==> config.mk <==
export PLATFORM = sky130hd
export DESIGN_NAME = rm_lane_arbiter
export DESIGN_NICKNAME = d
export VERILOG_FILES = /design/src/rtl/rm_lane_arbiter.sv
export SDC_FILE = /design/constraint.sdc
export NUM_CORES = 1
export LEC_CHECK = 0
export CORE_ASPECT_RATIO = 0.5
export CORE_MARGIN = 4
export CORE_UTILIZATION = 51
export CTS_CLUSTER_DIAMETER = 100
export DETAILED_ROUTE_END_ITERATION = 12
export PLACE_DENSITY_LB_ADDON = 0.15
export SKIP_LAST_GASP = 1
export SLEW_MARGIN = 20
export SYNTH_ARGS = -nofsm -noshare
export SYNTH_HDL_FRONTEND = slang
export SYNTH_SLANG_ARGS = --single-unit
==> constraint.sdc <==
create_clock -name clk_i -period 2.16 [get_ports clk_i]
set_clock_uncertainty 0.2 [all_clocks]
set_input_delay 0.216 -clock clk_i [delete_from_list [all_inputs] [get_ports clk_i]]
set_output_delay 0.216 -clock clk_i [all_outputs]
set_load 0.1 [all_outputs]
==> src/rtl/rm_lane_arbiter.sv <==
// ---------------------------------------------------------------------------
// rm_lane_arbiter
//
// Purpose:
//   Shares a pool of runtime-monitor lanes among several decode-side event
//   sources in the ID stage. One requester is granted per cycle, chosen
//   round-robin. The grant always takes the lowest-indexed free lane. Each
//   lane is then tracked through speculative allocation, commit and release.
//   A pipeline flush reclaims speculative lanes. A per-lane watchdog
//   reclaims lanes that are never released.
//
// Parameters:
//   NUM_LANES  number of monitor lanes (>= 2)
//   NUM_REQ    number of requesters (>= 1)
//   TIMEOUT    cycles a lane may stay allocated before forced reclaim;
//              0 disables the watchdog
//
// Ports:
//   clk_i        in   1          clock
//   rst_i        in   1          synchronous active-high reset
//   flush_i      in   1          pipeline flush, reclaims speculative lanes
//   req_i        in   NUM_REQ    per-requester lane request (level)
//   gnt_o        out  NUM_REQ    one-hot grant, combinational
//   gnt_valid_o  out  1          OR of gnt_o
//   gnt_lane_o   out  LANE_W     lane granted this cycle (0 when no grant)
//   commit_i     in   NUM_LANES  mark lane committed (non-speculative)
//   release_i    in   NUM_LANES  lane finished, free it
//   lane_busy_o  out  NUM_LANES  lane not FREE (registered state)
//   timeout_o    out  NUM_LANES  one-cycle pulse on watchdog reclaim
//   full_o       out  1          no lane FREE (registered state)
// ---------------------------------------------------------------------------
module rm_lane_arbiter #(
  parameter int NUM_LANES = 4,
  parameter int NUM_REQ   = 2,
  parameter int TIMEOUT   = 1024
) (
  input  logic                         clk_i,
  input  logic                         rst_i,
  input  logic                         flush_i,
  input  logic [NUM_REQ-1:0]           req_i,
  output logic [NUM_REQ-1:0]           gnt_o,
  output logic                         gnt_valid_o,
  output logic [$clog2(NUM_LANES)-1:0] gnt_lane_o,
  input  logic [NUM_LANES-1:0]         commit_i,
  input  logic [NUM_LANES-1:0]         release_i,
  output logic [NUM_LANES-1:0]         lane_busy_o,
  output logic [NUM_LANES-1:0]         timeout_o,
  output logic                         full_o
);

  localparam int LANE_W = $clog2(NUM_LANES);
  localparam int REQ_W  = (NUM_REQ > 1) ? $clog2(NUM_REQ) : 1;
  localparam int CNT_W  = (TIMEOUT > 1) ? $clog2(TIMEOUT) : 1;

  // Counter value at which an allocated lane is reclaimed. TIMEOUT-1 always
  // fits in CNT_W bits, so the counter never needs to go past this value.
  localparam logic [CNT_W-1:0] CNT_MAX = (TIMEOUT > 0) ? CNT_W'(TIMEOUT - 1) : '0;
  localparam logic [REQ_W-1:0] REQ_LAST = REQ_W'(NUM_REQ - 1);

  typedef enum logic [1:0] {
    LANE_FREE,
    LANE_ALLOC,
    LANE_COMMITTED
  } lane_state_e;

  lane_state_e          lane_state_q [NUM_LANES];
  logic [CNT_W-1:0]     wd_cnt_q     [NUM_LANES];
  logic [NUM_LANES-1:0] timeout_q;
  logic [REQ_W-1:0]     rr_ptr_q;

  logic [NUM_LANES-1:0] lane_free;
  logic [NUM_LANES-1:0] lane_expire;
  logic                 all_busy;
  logic                 free_found;
  logic [LANE_W-1:0]    free_lane;
  logic                 win_found;
  logic [REQ_W-1:0]     winner;
  logic                 gnt_valid;

  // Per-lane status decoded from the registered state. A lane expires when
  // its counter has reached TIMEOUT-1 while it is still allocated.
  always_comb begin
    lane_free   = '0;
    lane_expire = '0;
    for (int l = 0; l < NUM_LANES; l++) begin
      lane_free[l] = (lane_state_q[l] == LANE_FREE);
      if (TIMEOUT > 0) begin
        lane_expire[l] = !lane_free[l] && (wd_cnt_q[l] == CNT_MAX);
      end
    end
  end

  assign all_busy = ~|lane_free;

  // Lowest-indexed free lane. Uses registered state only, so a lane released
  // this cycle is not offered until the next cycle.
  always_comb begin
    free_found = 1'b0;
    free_lane  = '0;
    for (int l = 0; l < NUM_LANES; l++) begin
      if (!free_found && lane_free[l]) begin
        free_found = 1'b1;
        free_lane  = LANE_W'(l);
      end
    end
  end

  // Round-robin winner. The first pass looks at requesters at or above the
  // pointer; if none are requesting, the second pass takes the lowest index,
  // which is the wrap-around continuation of the same scan.
  always_comb begin
    win_found = 1'b0;
    winner    = '0;
    for (int r = 0; r < NUM_REQ; r++) begin
      if (!win_found && req_i[r] && (r >= int'(rr_ptr_q))) begin
        win_found = 1'b1;
        winner    = REQ_W'(r);
      end
    end
    for (int r = 0; r < NUM_REQ; r++) begin
      if (!win_found && req_i[r]) begin
        win_found = 1'b1;
        winner    = REQ_W'(r);
      end
    end
  end

  // Grants are held off during a flush and while every lane is in use.
  assign gnt_valid = win_found && !flush_i && !all_busy;

  always_comb begin
    gnt_o = '0;
    if (gnt_valid) begin
      gnt_o = NUM_REQ'(1) << winner;
    end
  end

  assign gnt_valid_o = gnt_valid;
  assign gnt_lane_o  = gnt_valid ? free_lane : '0;
  assign lane_busy_o = ~lane_free;
  assign timeout_o   = timeout_q;
  assign full_o      = all_busy;

  // Lane state machine, watchdog counters and round-robin pointer.
  // Event priority on an occupied lane: release, then flush (speculative
  // lanes only), then watchdog, then commit. Only the watchdog path raises
  // the timeout pulse, so a release or flush in the expiry cycle is silent.
  always_ff @(posedge clk_i) begin
    if (rst_i) begin
      for (int l = 0; l < NUM_LANES; l++) begin
        lane_state_q[l] <= LANE_FREE;
        wd_cnt_q[l]     <= '0;
      end
      timeout_q <= '0;
      rr_ptr_q  <= '0;
    end else begin
      for (int l = 0; l < NUM_LANES; l++) begin
        timeout_q[l] <= 1'b0;
        if (lane_free[l]) begin
          if (gnt_valid && (free_lane == LANE_W'(l))) begin
            lane_state_q[l] <= LANE_ALLOC;
            wd_cnt_q[l]     <= '0;
          end
        end else if (release_i[l]) begin
          lane_state_q[l] <= LANE_FREE;
          wd_cnt_q[l]     <= '0;
        end else if (flush_i && (lane_state_q[l] == LANE_ALLOC)) begin
          lane_state_q[l] <= LANE_FREE;
          wd_cnt_q[l]     <= '0;
        end else if (lane_expire[l]) begin
          lane_state_q[l] <= LANE_FREE;
          wd_cnt_q[l]     <= '0;
          timeout_q[l]    <= 1'b1;
        end else begin
          if (commit_i[l] && (lane_state_q[l] == LANE_ALLOC)) begin
            lane_state_q[l] <= LANE_COMMITTED;
          end
          // Saturate rather than wrap; with the watchdog disabled the
          // counter stays at zero.
          if ((TIMEOUT > 0) && (wd_cnt_q[l] != CNT_MAX)) begin
            wd_cnt_q[l] <= wd_cnt_q[l] + CNT_W'(1);
          end
        end
      end

      if (gnt_valid) begin
        rr_ptr_q <= (winner == REQ_LAST) ? '0 : winner + REQ_W'(1);
      end
    end
  end

  // A granted lane must be free in the registered state.
  always_ff @(posedge clk_i) begin
    if (!rst_i && gnt_valid) begin
      assert (lane_free[free_lane]);
    end
  end

endmodule

==> results.toml, run 1 <==
[status]
outcome = "finished, final reports clean"

[synth]
synthDistinctLibCells = 42
syn_area_um2 = 2780
ys_seq_elements = 53
synth_top_area_share_pct = 51.8
synth_compound_area_share_pct = 6.07
synthArstFlopShare_pct = 0
synthFlopType = "edfxtp_1"
synth_top_family_by_area = "simple AND/OR/NAND/NOR gates"
synth_top_cells_by_count = "nor2_1 (56), edfxtp_1 (48), xor2_1 (17)"
yosys-mux-area-fraction_pct = 0
synth_adder_area_share_pct = 1.80
synth_area_leaders = "edfxtp_1 (52%), nor2_1 (7.6%), xor2_1 (5.3%)"
synthSimpleGateAreaFrac_pct = 24.7
netlist_instances = 266
synth_edf_count = 48
yosys.area.top_type = "edfxtp_1"
synth.most_common_cell = "nor2_1"
synth_xor_area_share_pct = 9.44
ys_seq_area_share_pct = 55.4
yosys_warnings = 0
syn_nets = 283
postSynthAreaPerCell_um2 = 10.5

[drt]
route.vias.total = 2070
vias_per_cell = 5.21
wl_per_cell_um = 13.8
dr.pass1.iters = 4
drc = 0
drtAntennaViolNets = 0
drt-total-wl_mm = 5.48
drt-initial-drc-count = 146

[timing]
rsz0062_at_grt = "yes"
timing.final.ws_setup_ps = 36.0
setup_viol = 0
slew_headroom_pct = 71.8
hold_viol_final = 0
maxSlewViolCount = 0
min_period_ps = 2120
timing.final.crit_share_pct = 98.3
max_freq_mhz = 471
worstMarginPinSlew_ps = 419

[critical_path]
critPathBufInv = 0
r2r_cells = 5
critPathLaunch = "wd_cnt_q[3][0]"
crit_fanout = 3
worst_ep_arrival_time_ps = 1970
critPathTopFamily = "simple AND/OR/NAND/NOR gates"
r2r-start = "wd_cnt_q[3][0]"
r2r-end = "lane_state_q[3][1]"
required_ps = 2000
crit_path_end_kind = "register"
slowest_delay_ps = 500
crit_path_start_kind = "register"
regToRegSetupSlack_ps = 40
path_class = "reg -> reg"
cp_slowest_cell = "or3b_2"
crit_path_cell_trace = "ha_1 -> and4_4 -> nand4_1 -> and3_1 -> or3b_2"
path_depth = 5

[die]
rows = 18
die-height_um = 60.2
core_um2 = 5090
start_util_pct = 54.7
io_pins = 27
die_w_um = 112
die_area_um2 = 6780

[clocking]
cts_root_buffer = "clkbuf_8"
postCtsHoldBufs = 0
cts_max_path_buffers = 2
cts-buffers-inserted = 5
cts.reportedPaths.clkPinSlew_ps = 90
cts_tree = "built"
insertion_delay_ps = 300
cts.sinks = 53
h-tree-depth = 2

[pwr]
cellPowerDensity_nw_per_um2 = 718
vdd_drop_max_mv = 0.390
p_leak_nw = 1.34

[grt]
grt_pass1_wl_mm = 9.14
antenna_found_initial = 0
grt_max_degree = 16
grt_usage_pct = 16.8
grt_pass1_vias = 2109
grt-ovfl-total = 0

[layout]
final_layout_size_suffix_gt1_share_pct = 24.2
syn2layout_area_growth_pct = 28.8
n_antenna_cell = 0
final_cell_area_um2 = 3590
finalNetCount = 343

[placed_design]
portBuffers = 26
dpl-instance-area_um2 = 3420
gp_congestion = 0.798
place_ws_ps = -115
hpwlAfterDp_mm = 4.15

[job]
drv_cap = 0

[hold_path]
hold_path.startpoint = "rr_ptr_q"
hold_class = "reg -> reg"
whs_path_depth = 2
hold_end = "rr_ptr_q"
worst register-to-register path, stage by stage (launching register included):
cell	delay [ps]
edfxtp_1	370
ha_1	180
and4_4	250
nand4_1	150
and3_1	230
or3b_2	500
cells in the final DEF, fill, tap and decap left out, drive strengths merged, types with 10 or more instances in the layout:
cell type and count:
clkdlybuf4s50 12, buf 46, inv 11, nor2 56, xor2 17, edfxtp 48
o21ai 10, nand2 15, nand3 12, xnor2 13
worst max path at each step:
stage                              end
finish              lane_state_q[3][1]
floorplan                       full_o
global route                  gnt_o[1]
global placement        wd_cnt_q[2][7]
detailed placement      wd_cnt_q[2][4]
CTS                      gnt_lane_o[1]
stage by stage:
stage / setup TNS [ps] / hold WS, ps / util, % / cells / total power [mW]
after floorplan: -1590 / 231 / - / 266 / 1.80
after global placement: -1650 / 240 / 67.3 / 383 / 2.00
after detailed placement: -3560 / 246 / 67.3 / 383 / 2.03
after CTS: 0 / 262 / 68.9 / 391 / 2.55
after global routing: -137 / 306 / 70.5 / 397 / 2.70
final: 0 / 257 / 70.5 / 397 / 2.58
flip-flops by register name (all words and copies together), names as in the netlist:
| register | count |
|---|---|
| wd_cnt_q | 40 |
| lane_state_q | 8 |
| timeout_o | 4 |
| rr_ptr_q | 1 |
routing by layer:
| metal | share of wire [%] | track usage [%] | vias to the layer above |
|---|---|---|---|
| met4 | 0.31 | 2.40 | 0 |
| met3 | 2.2 | 3.94 | 2 |
| met5 | 0 | 0 | - |
| li1 | - | - | 1064 |
| met2 | 52 | 32.9 | 12 |
| met1 | 46 | 19.6 | 992 |
where the power goes:
| group | switching [mW] | total [mW] | internal [mW] |
|---|---|---|---|
| logic | 0.403 | 0.664 | 0.261 |
| clock network | 0.311 | 0.530 | 0.219 |
| registers | 0.117 | 1.38 | 1.26 |
| total | 0.831 | 2.58 | 1.75 |
layout make-up:
class | count | area, µm²
Clock buffer | 5 | 68.8
Clock inverter | 3 | 12.5
Fill cell | 365 | 1500
Inverter | 14 | 63.8
Multi-Input combinational cell | 194 | 1260
Sequential cell | 53 | 1540
Tap cell | 70 | 87.6
Timing Repair Buffer | 58 | 553
logic make-up after synthesis:
family | count (synthesis)
flip-flops | 53
buffers and inverters | 19
AO/OA/AOI/OAI | 26
adder cells (fa/ha/maj) | 4
AND/OR/NAND/NOR | 134
XOR/XNOR | 30
what timing repair did:
action	CTS	global route
resized for setup	0	8
buffers inserted	0	7
endpoints found under the setup margin	0	20
Power figures use the tool's default switching activity.
==> run 2: changes to the inputs <==
--- a/config.mk
+++ b/config.mk
@@ -12,7 +12,6 @@
 export DETAILED_ROUTE_END_ITERATION = 12
 export PLACE_DENSITY_LB_ADDON = 0.15
 export SKIP_LAST_GASP = 1
-export SLEW_MARGIN = 20
 export SYNTH_ARGS = -nofsm -noshare
 export SYNTH_HDL_FRONTEND = slang
 export SYNTH_SLANG_ARGS = --single-unit
==> results of run 2 <==
Final layout, timing and power as in run 1 (identical DEF).
